<file path="src/rtl/regfile_scoreboard_16x16.sv">
// regfile_scoreboard_16x16: 16 x 16-bit register file, two combinational read
// ports, one synchronous write port and a per-register busy scoreboard that
// raises a decode-stage stall on in-flight source operands.
// R0 is hardwired to zero and can never be marked busy.
// Optional feature: define REGFILE_BYPASS_EN to forward same-cycle write data
// to the read ports and let a busy source that is being written not stall.
module regfile_scoreboard_16x16 (
  input  logic        clk,
  input  logic        rst,
  input  logic [3:0]  SrcReg1,
  input  logic [3:0]  SrcReg2,
  input  logic [3:0]  DstReg,
  input  logic        WriteReg,
  input  logic [15:0] DstData,
  input  logic [3:0]  IssueReg,
  input  logic        IssueValid,
  output logic [15:0] SrcData1,
  output logic [15:0] SrcData2,
  output logic        Stall,
  output logic [15:0] BusyVec
);

  localparam int unsigned DATA_W = 16;
  localparam int unsigned DEPTH  = 16;
  localparam int unsigned ADDR_W = 4;

  logic [DEPTH-1:0]  rd1_sel;
  logic [DEPTH-1:0]  rd2_sel;
  logic [DEPTH-1:0]  wr_sel;
  logic [DEPTH-1:0]  iss_sel;
  logic [DATA_W-1:0] mem [1:DEPTH-1];
  logic [DATA_W-1:0] word [DEPTH];
  logic [DATA_W-1:0] rd1_word;
  logic [DATA_W-1:0] rd2_word;
  logic [DEPTH-1:0]  busy_q;
  logic              byp1;
  logic              byp2;

  // One-hot wordline decoders; issue never selects R0
  always_comb begin
    rd1_sel = DEPTH'(1) << SrcReg1;
    rd2_sel = DEPTH'(1) << SrcReg2;
    wr_sel  = WriteReg ? (DEPTH'(1) << DstReg) : '0;
    iss_sel = IssueValid ? ((DEPTH'(1) << IssueReg) & ~DEPTH'(1)) : '0;
  end

  // Storage for R1..R15; a write to R0 has no register to land in
  always_ff @(posedge clk or posedge rst) begin
    if (rst) begin
      for (int unsigned i = 1; i < DEPTH; i++) begin
        mem[ADDR_W'(i)] <= '0;
      end
    end else begin
      for (int unsigned i = 1; i < DEPTH; i++) begin
        if (wr_sel[ADDR_W'(i)]) begin
          mem[ADDR_W'(i)] <= DstData;
        end
      end
    end
  end

  // Full word view with R0 tied to zero
  always_comb begin
    word[0] = '0;
    for (int unsigned i = 1; i < DEPTH; i++) begin
      word[ADDR_W'(i)] = mem[ADDR_W'(i)];
    end
  end

  // AND-OR read muxes driven by the one-hot read wordlines
  always_comb begin
    rd1_word = '0;
    rd2_word = '0;
    for (int unsigned i = 0; i < DEPTH; i++) begin
      rd1_word = rd1_word | (word[ADDR_W'(i)] & {DATA_W{rd1_sel[ADDR_W'(i)]}});
      rd2_word = rd2_word | (word[ADDR_W'(i)] & {DATA_W{rd2_sel[ADDR_W'(i)]}});
    end
  end

  // Scoreboard: write clears, issue sets, set wins on a collision
  always_ff @(posedge clk or posedge rst) begin
    if (rst) begin
      busy_q <= '0;
    end else begin
      busy_q <= (busy_q & ~wr_sel) | iss_sel;
    end
  end

  // Same-cycle write-to-read forwarding match (never for R0)
  always_comb begin
`ifdef REGFILE_BYPASS_EN
    byp1 = WriteReg && (DstReg == SrcReg1) && (SrcReg1 != 4'd0);
    byp2 = WriteReg && (DstReg == SrcReg2) && (SrcReg2 != 4'd0);
`else
    byp1 = 1'b0;
    byp2 = 1'b0;
`endif
  end

  // Read data, stall and busy vector outputs
  always_comb begin
    SrcData1 = byp1 ? DstData : rd1_word;
    SrcData2 = byp2 ? DstData : rd2_word;
    Stall    = ((|(busy_q & rd1_sel)) & ~byp1) |
               ((|(busy_q & rd2_sel)) & ~byp2);
    BusyVec  = busy_q;
  end

endmodule

</file>
<file path="config.mk">
export PLATFORM = sky130hd
export DESIGN_NAME = regfile_scoreboard_16x16
export DESIGN_NICKNAME = d
export VERILOG_FILES = /design/src/rtl/regfile_scoreboard_16x16.sv
export SDC_FILE = /design/constraint.sdc
export NUM_CORES = 1
export LEC_CHECK = 0
export CORE_MARGIN = 4
export CORE_UTILIZATION = 50
export DETAILED_ROUTE_END_ITERATION = 7
export PLACE_DENSITY = 0.69
export SKIP_LAST_GASP = 1
export SYNTH_ARGS = -nofsm -noshare
export SYNTH_HDL_FRONTEND = slang
export SYNTH_SLANG_ARGS = --single-unit
</file>
<file path="constraint.sdc">
create_clock -name clk -period 8.3 [get_ports clk]
set_clock_uncertainty 0.15 [all_clocks]
set_input_delay 1.66 -clock clk [delete_from_list [all_inputs] [get_ports clk]]
set_output_delay 1.66 -clock clk [all_outputs]
set_load 0.05 [all_outputs]
</file>
Yosys cells after proc, flatten, opt, wreduce, memory -nomap -nowiden
Index checks and enable logic that the tools add are counted.
{ "word_totals": {"ff_bits": 256, "word_cells": 88} }
{ "op_classes": {"muxes": 2, "bitwise_logic": 64, "n_reduce_logical": 2, "shift": 4} }
{ "ops": {"columns": ["operator", "n"], "rows": [
  ["16-bit bitwise AND", 33],
  ["16-bit bitwise OR", 29],
  ["1-bit by 4-bit << shifter with 16-bit output (first input constant)", 4],
  ["16-bit two-way mux", 2],
  ["16-bit OR reduction", 2],
  ["16-bit inverter", 1],
  ["1-bit bitwise OR", 1]
]} }

Longest topological paths before layout
Gate-level depths: netlist of run 1.
{ "depth": {"word_depth": 16, "depth_mapped": 8} }

Worst setup path after synthesis of run 1
No wires, ideal clock.
{ "synth_path": {"kind": "input-to-output", "start": "in SrcReg2[1]", "end": "out SrcData2[10]", "arrival_ns": 3.372, "stages": 6, "required_ns": 6.490, "slack_ns": 3.118, "n_path_buf": 3, "path_cell_list": "buf_4 -> buf_4 -> buf_4 -> nor3b_1 -> a221oi_1 -> o211ai_1"} }
{ "synth_between": {"elab_chain_len": 16, "word_cells_on_any_way": 30, "classes_between": "1 x shift; 29 x bitwise"} }
{ "synth_rtl": {"columns": ["item", "line_no", "source"], "rows": [
  ["from (decl)", "11", "input logic [3:0] SrcReg2,"],
  ["1-bit by 4-bit << shifter with 16-bit output *", "42", "rd2_sel = DEPTH'(1) << SrcReg2;"],
  ["16-bit bitwise AND", "76", "rd2_word = rd2_word | (word[ADDR_W'(i)] & {DATA_W{rd2_sel[ADDR_W'(i)]}});"],
  ["16-bit bitwise OR (13 in a row)", "76", null],
  ["16-bit bitwise OR *", "76", null],
  ["to (decl)", "18", "output logic [15:0] SrcData2,"]
]} }
Mark *: on every way between the ends. The rest lies on a longest branch, timed or not.

Final worst setup path of run 1
{ "layout_path": {"start": "in SrcReg2[0]", "end": "out SrcData2[11]"} }
Same word-level chain as after synthesis.

==> run summary, run 1 <==
By startpoint and endpoint, the worst setup path is classified as in2out. 0 antenna diodes ended up in the layout. The residual overflow from global routing was 0; the number of enable-type register cells in the synthesized netlist was 0.

For the iteration count of the initial detailed-routing pass, the log shows 7. The commonest cells after synthesis are sky130_fd_sc_hd__dfrtp_1 (256), sky130_fd_sc_hd__mux2_2 (208), sky130_fd_sc_hd__a22oi_1 (57), sky130_fd_sc_hd__nand2_1 (52), sky130_fd_sc_hd__o21ai_0 (42). Number of H-tree levels: 1. The aggregate global-route resource usage is 33.74%. The number of cells traversed by the worst hold path is 1. Final critical-path required period: 6823 ps. The logs give 77740 um for the wire length of the first global-routing pass and 256 for the clock net sink count.

Average size of a mapped cell: 11.79 um^2. The type of the worst min-delay path is reg2reg. The most instantiated library cell after synthesis was sky130_fd_sc_hd__dfrtp_1. The leakage power of the design was 6.667 nW; the synthesized cell area was 0.01405 mm^2.

The wire-length estimate of the detail-placed layout is 34580 um. The clock root buffer master is sky130_fd_sc_hd__clkbuf_16. After clock tree synthesis, the clock-pin slew on the worst setup and hold paths is 60 ps. The final critical path takes up 82.20% of the cycle. The count of input and output buffers is 84. The run gives 11538 as the number of global-route vias before repair.

The headroom to the max-slew limit came out at 11.04%. Across the run, the number of max-cap violations was 0. The most used flip-flop cell after synthesis is sky130_fd_sc_hd__dfrtp_1.

The endpoint identified for the worst register-to-register timing path is mem[223]$_DFFE_PP0P_. Along the worst path, the maximum fanout reaches 25. The congestion estimate from routability-driven global placement came to 0.9958. In this run, synthesis produced a sequential element count of 256. Setup violations remaining at the end of the flow were counted as 0.

For the worst hold slack, the log shows 377.2 ps. Of the synthesized area, sequential elements account for 45.61%. In this run the power density over the cells is 258.9 mW/mm^2.

The area growth from synthesis to layout is 14.38%. After routing the design area is 0.01607 mm^2. The detail-routed net length per standard cell came out at 32.57 um. Of the cells placed in the final design, the portion with a size suffix greater than 1 is 28.59%. For the final count of hold timing violations, the log shows 0.

STA classifies the critical path startpoint as an input port. The post-detailed-routing wire length was 53320 um. The synthesized design devotes to its leading area cell type 45.61% of total area. The die is 175.6 um wide.

Row generation in the floorplan step produced 61 rows. Worst-margin pin slew: 1329 ps. Once detail routing completed, the nets flagged for antenna violations numbered 0.

The logs give 28 for the number of CTS-inserted buffers and 1276 for the number of nets in the layout. The die area was 0.03084 mm^2; the number of pins with negative max-slew slack in the final report was 0. The type of destination of the critical path was an output pin. Yosys printed 0 warnings. The run gives 1477 ps as the slack of the critical path. Sorting the synthesized cells by area gives the leading types as sky130_fd_sc_hd__dfrtp_1 (46%), sky130_fd_sc_hd__mux2_2 (17%), sky130_fd_sc_hd__a22oi_1 (3.0%). The clock passes through at most 3 buffers.

When the netlist entered floorplanning its net count stood at 1227. Number of violations reported at the end of detailed-routing iteration 0: 1940. The tools report the endpoint of the worst hold-timing path as mem[210]$_DFFE_PP0P_.

For the worst setup path, the data required time is 6490 ps. The overall via count from detail_route is 11814. IR analysis of the VDD net gives a maximum drop of 0.1587 mV. Setup repair after global routing left no endpoint under its margin. For the detailed-route DRC error count, the log shows 0. For the endpoint arrival time on the critical path, the log shows 5010 ps. In this run the critical register-to-register path is launched from mem[223]$_DFFE_PP0P_. Of all flip-flops after synthesis, the portion carrying an async set or reset was 100.0%. Entering global routing, the biggest net connects 130 pins. The flow ran to the end, and the final reports show no timing, DRC or antenna violations. Before CTS, the worst setup slack after placement is 1665 ps. Source of the worst hold timing path: mem[210]$_DFFE_PP0P_. The clock latency at the later pin of the worst-skew pair was 540 ps. The core region is 0.02778 mm^2. Once the clock tree was built, the resizer swapped 0 gates to a different size.

The run gives 50.56% as the starting density of the core. In this run the cell area measured after placement is 0.01511 mm^2. The post-detailed-route via-to-cell ratio was 7.217; the count of mapped cells out of synthesis was 1191. The run gives 7300 ps as the register-to-register path setup slack.

For the number of top-level pins, the log shows 85. The number of different library cells used by synthesis comes to 68. Initial antenna violation count: 1. The run gives 0 ps as the total negative setup slack. Cell depth of the worst flop-to-flop path: 1. Post-CTS timing repair inserted 0 buffers for setup. Fill cells in the final layout number 2381. The count of hold buffers inserted by post-cts repair is 0, and the top achievable clock speed is 0.1466 GHz. The die boundary height came out at 175.6 um.

TritonCTS built the clock tree. Total power for the finished layout comes to 4.159 mW. Dominant cell type by area after synthesis: sky130_fd_sc_hd__dfrtp_1.
routing by layer:
| metal | vias up | GRT usage (%) | routed length, um |
|---|---|---|---|
| met2 | 980 | 49.35 | 22680 |
| met4 | 0 | 14.91 | 2916 |
| li1 | 4696 | - | - |
| met3 | 224 | 10.85 | 7217 |
| met5 | - | 0 | 0 |
| met1 | 5914 | 46.19 | 20500 |
through the flow:
stage / utilization (%) / cells
2_1_floorplan: - / 1191
3_3_place_gp: 54.39 / 1588
3_5_place_dp: 54.39 / 1588
4_1_cts: 57.83 / 1637
5_1_grt: 57.83 / 1637
6_report: 57.83 / 1637
state kept, by name, summed over array words and instances (netlist names):
| signal | count |
|---|---|
| mem | 240 |
| BusyVec | 16 |
report_power, final:
part / total (mW) / switching, mW / internal, mW
logic: 1.03 / 0.562 / 0.465
clock network: 1.29 / 0.503 / 0.790
registers: 1.84 / 0.299 / 1.54
total: 4.16 / 1.36 / 2.79
layout by cell type, fill, tap and decap left out, types with 18 or more instances in the layout:
cell type                         netlist  layout
sky130_fd_sc_hd__dfrtp_1              256     256
sky130_fd_sc_hd__mux2_2               208     208
sky130_fd_sc_hd__clkdlybuf4s50_1        0      76
sky130_fd_sc_hd__a22oi_1               57      57
sky130_fd_sc_hd__nand2_1               52      52
sky130_fd_sc_hd__o21ai_0               42      42
sky130_fd_sc_hd__buf_4                 20      42
sky130_fd_sc_hd__a22o_1                41      41
sky130_fd_sc_hd__mux2i_1               34      34
sky130_fd_sc_hd__mux2_1                31      31
sky130_fd_sc_hd__nand3_1               30      30
sky130_fd_sc_hd__nor2_1                29      29
sky130_fd_sc_hd__clkbuf_16              0      29
sky130_fd_sc_hd__a221oi_1              25      25
sky130_fd_sc_hd__a222oi_1              20      20
sky130_fd_sc_hd__mux2_4                18      18
area by class of cell:
| type | count | area, um^2 | area share, % |
|---|---|---|---|
| multi-input combinational | 818 | 7057 | 43.93 |
| sequential | 256 | 6406 | 39.88 |
| timing repair buffer | 127 | 1136 | 7.072 |
| clock buffer | 43 | 848.3 | 5.280 |
| tap | 378 | 473.0 | 2.944 |
| clock inverter | 6 | 107.6 | 0.6698 |
| inverter | 9 | 37.54 | 0.2336 |
kinds of logic after synthesis:
kind of cell	Yosys count	synth area share (%)
muxes	293	23.83
AOI/OAI and AO/OA	284	15.75
DFF	256	45.61
and+or+nand+nor	241	10.18
buffers and inverters	117	4.632
critical path: stages:
cell and delay, ps:
sky130_fd_sc_hd__buf_2 590, sky130_fd_sc_hd__buf_4 370, sky130_fd_sc_hd__nand2_2 180, sky130_fd_sc_hd__nor3_2 870, sky130_fd_sc_hd__a222oi_1 130, sky130_fd_sc_hd__and3_1 220
sky130_fd_sc_hd__nand3b_1 140, sky130_fd_sc_hd__clkdlybuf4s50_1 820
worst max path at each step:
stage,start,cells past startpoint,slack [ps],to
5_1_grt,SrcReg2[0],8,1570,SrcData2[11]
6_report,SrcReg2[0],8,1480,SrcData2[11]
4_1_cts,SrcReg2[0],8,1660,SrcData2[11]
2_1_floorplan,rst,1,3120,BusyVec[0]$_DFF_PP0_
3_5_place_dp,SrcReg2[0],8,1660,SrcData2[11]
3_3_place_gp,SrcReg2[0],8,1700,SrcData2[11]
Note: power is estimated with default switching activity, not from simulation.
==> run 2, diff against run 1 <==
==> constraint.sdc (replaced) <==
create_clock -name clk -period 5.7 [get_ports clk]
set_clock_uncertainty 0.15 [all_clocks]
set_input_delay 1.14 -clock clk [delete_from_list [all_inputs] [get_ports clk]]
set_output_delay 1.14 -clock clk [all_outputs]
set_load 0.05 [all_outputs]
==> run 2 against run 1 <==
Against the previous run: the flow now finishes with violations (max-capacitance violations, max-slew violations); first-iteration DRC count up 3.2%; cell count increased by 0.67%; routed wire length increased by 3.1%; sequential share of layout area decreased by 0.48 points; critical path type unchanged; critical endpoint is now SrcData1[2]; largest power group unchanged.
==> run summary, run 2 (synthesized netlist as in run 1, its figures left out) <==
The overall via count from detail_route was 11731 (was 11814); the initial antenna violation count was 0 (was 1). The row count is 61 (unchanged), and the clock latency at the later pin of the worst-skew pair is 560 ps (was 540 ps). Headroom to the max-slew limit: -2.045% (was 11.04%).

The number of resized instances in the post-cts repair step was 0 (unchanged). The tools report the core area as 0.02778 mm^2 (unchanged). The aggregate global-route resource usage was 35.12% (was 33.74%); the post-detailed-route via-to-cell ratio was 7.118 (was 7.217).

TritonCTS built the clock tree. The fraction of layout cells with a size suffix above 1 came out at 31.73% (was 28.59%). The detail-routed net length per standard cell is 33.36 um (was 32.57 um), and the residual overflow from global routing is 0 (unchanged). The count of input and output buffers was 84 (unchanged). The biggest fanout along the worst timing path is 20 (was 25), and the maximum number of pins on one net before global-route repair is 171 (was 130). The routability-driven placement congestion ratio was 1.028 (was 0.9958). The flow ran to the end, but the final reports show violations. The run gives 50.56% (unchanged) as the starting density of the core.

The number of max-cap violations was 1 (was 0); the number of top-level pins was 85 (unchanged). The number of pins with negative max-slew slack in the final report is 14 (was 0). The endpoint arrival time on the critical path is 3880 ps (was 5010 ps). For the number of H-tree levels, the log shows 1 (unchanged). Worst setup path startpoint: SrcReg1[0] (was SrcReg2[0]). For the post-detailed-routing wire length, the log shows 54980 um (was 53320 um).

The slack of the critical path is 534.2 ps (was 1477 ps), and the count of hold buffers inserted by post-cts repair is 0 (unchanged). The flip-flop count of the largest register after layout works out to 240 (unchanged). The category of the most critical setup path is in2out (unchanged). Reg-to-reg critical path startpoint: mem[229]$_DFFE_PP0P_ (was mem[223]$_DFFE_PP0P_). The final reports fail on max-capacitance violations, max-slew violations. The die boundary height is 175.6 um (unchanged).

The element type at the critical path start was an input port (unchanged). The logs give 0 (unchanged) for the residual antenna-violating net count after detailed routing and 0.1936 GHz for the top achievable clock speed. Clock net sink count: 256 (unchanged). The total negative setup slack came out at 0 ps (unchanged). The logs give 6.814 nW (was 6.667 nW) for the leakage power of the design and 0.03084 mm^2 (unchanged) for the die area. The number of CTS-inserted buffers was 28 (unchanged); the number of global-route vias before repair was 11752 (was 11538). Wire length of the first global-routing pass: 80160 um (was 77740 um). For the finished layout, the period the worst path requires is 5166 ps. The final total power is 6.125 mW (was 4.159 mW), and the worst-margin pin slew is 1524 ps (was 1329 ps). The synthesis-to-finish area growth was 15.78% (was 14.38%).

The setup fix buffers added after clock tree synthesis came out at 0 (unchanged). Commonest cells after routing, fill and taps aside: sky130_fd_sc_hd__dfrtp_1 (256), sky130_fd_sc_hd__mux2_2 (208), sky130_fd_sc_hd__buf_4 (67) (was sky130_fd_sc_hd__dfrtp_1 (256), sky130_fd_sc_hd__mux2_2 (208), sky130_fd_sc_hd__clkdlybuf4s50_1 (76)). The uppermost metal layer occupied by signal nets was met4 (unchanged). The most common cell after layout, fill and taps aside was sky130_fd_sc_hd__dfrtp_1 (unchanged). For the length of routed met3 wiring, the log shows 7056 um (was 7217 um). The number of violations reported at the end of detailed-routing iteration 0 was 2003 (was 1940); the worst setup timing slack at the placement stage was 743.8 ps (was 1665 ps). The met2 wire length came out at 23060 um (was 22680 um). The source of the worst hold timing path was mem[160]$_DFFE_PP0P_ (was mem[210]$_DFFE_PP0P_). The type of destination of the critical path was an output pin (unchanged). The top register by number of flip-flops is mem (unchanged).

The run gives 21260 um (was 20500 um) as the met1 routed wirelength after detailed routing. The placed wire-length estimate after detailed placement is 36170 um (was 34580 um), and the cell area power density is 376.6 mW/mm^2 (was 258.9 mW/mm^2). The number of diodes came out at 0 (unchanged). Setup repair after global routing left no endpoint under its margin. Worst-case vdd ir drop: 0.2860 mV (was 0.1587 mV).

The clock root buffer master was sky130_fd_sc_hd__clkbuf_16 (unchanged). The final count of hold timing violations was 0 (unchanged). Type of the worst min-delay path: reg2reg (unchanged). The logs give 3 (unchanged) for the largest buffer count on any clock path and 4410 ps (was 6490 ps) for the required time of the critical path. The run gives 0 (unchanged) as the detailed-route DRC error count.

The clock transition time at the flip-flop clock pins of the worst setup and hold paths came out at 60 ps (about the same). The number of nets in the layout is 1285 (was 1276), and the portion of the clock cycle consumed by the worst path in the final layout is 90.63%. The final count of negative-setup-slack endpoints was 0 (unchanged); the die extent in x was 175.6 um (unchanged). For the iteration count of the initial detailed-routing pass, the log shows 6 (was 7).
## run 2: changes by cell type in the layout (fill, tap and decap cells not counted), moves of 2 or more
cell	before	now
sky130_fd_sc_hd__buf_12	1	18
sky130_fd_sc_hd__buf_4	42	67
sky130_fd_sc_hd__clkbuf_8	7	4
sky130_fd_sc_hd__clkdlybuf4s50_1	76	43
sky130_fd_sc_hd__clkinv_2	2	4
sky130_fd_sc_hd__clkinv_4	0	2
sky130_fd_sc_hd__nand2b_1	7	5
sky130_fd_sc_hd__nand2b_2	3	5
sky130_fd_sc_hd__nor2_2	9	6
sky130_fd_sc_hd__nor2_4	3	6
## run 2: final cells by class
| cell class | count | area, um^2 |
|---|---|---|
| Fill cell | 2369 | 11520 |
| Multi-Input combinational cell | 818 | 7067 |
| Sequential cell | 256 | 6406 |
| Timing Repair Buffer | 136 | 1334 |
| Clock buffer | 41 | 810.8 |
| Tap cell | 378 | 473.0 |
| Clock inverter | 10 | 135.1 |
| Inverter | 9 | 37.54 |
## run 2: report_power, final
part           leakage [nW]  internal, mW  switching, mW
logic                  3.22         0.729          0.836
clock network         0.462          1.12          0.759
registers              3.14          2.24          0.441
## run 2: path summary, 6_finish.rpt
kind,to,slack (ps),cells past startpoint
setup / recovery,SrcData1[2],530,8
hold / removal,mem[160]$_DFFE_PP0P_,370,1
setup reg to reg,mem[229]$_DFFE_PP0P_,4680,1
hold reg to reg,mem[160]$_DFFE_PP0P_,370,1
max in group asynchronous,mem[229]$_DFFE_PP0P_,3230,3
min in group asynchronous,mem[87]$_DFFE_PP0P_,840,2
## run 2: worst max-delay path: stages
cell	delay, ps
sky130_fd_sc_hd__buf_2	270
sky130_fd_sc_hd__buf_4	290
sky130_fd_sc_hd__nor4b_4	1270
sky130_fd_sc_hd__a22o_1	260
sky130_fd_sc_hd__a221oi_1	50
sky130_fd_sc_hd__o21ai_0	190
sky130_fd_sc_hd__a211o_1	220
sky130_fd_sc_hd__buf_12	150
## run 2: metrics by stage
step / instance area, um^2 / hold WS [ps] / instances / utilization [%]
2_1_floorplan: 14050 / 325.9 / 1191 / -
3_3_place_gp: 15320 / 350.5 / 1597 / 55.13
3_5_place_dp: 15320 / 354.0 / 1597 / 55.13
4_1_cts: 16260 / 368.3 / 1648 / 58.54
5_1_grt: 16260 / 398.7 / 1648 / 58.54
6_report: 16260 / 370.6 / 1648 / 58.54
## run 2: layer usage
layer | vias up | global-route usage, %
met2 | 885 | 50.44
met1 | 5861 | 47.90
met4 | 0 | 17.90
met3 | 265 | 11.28
met5 | - | 0
li1 | 4720 | -
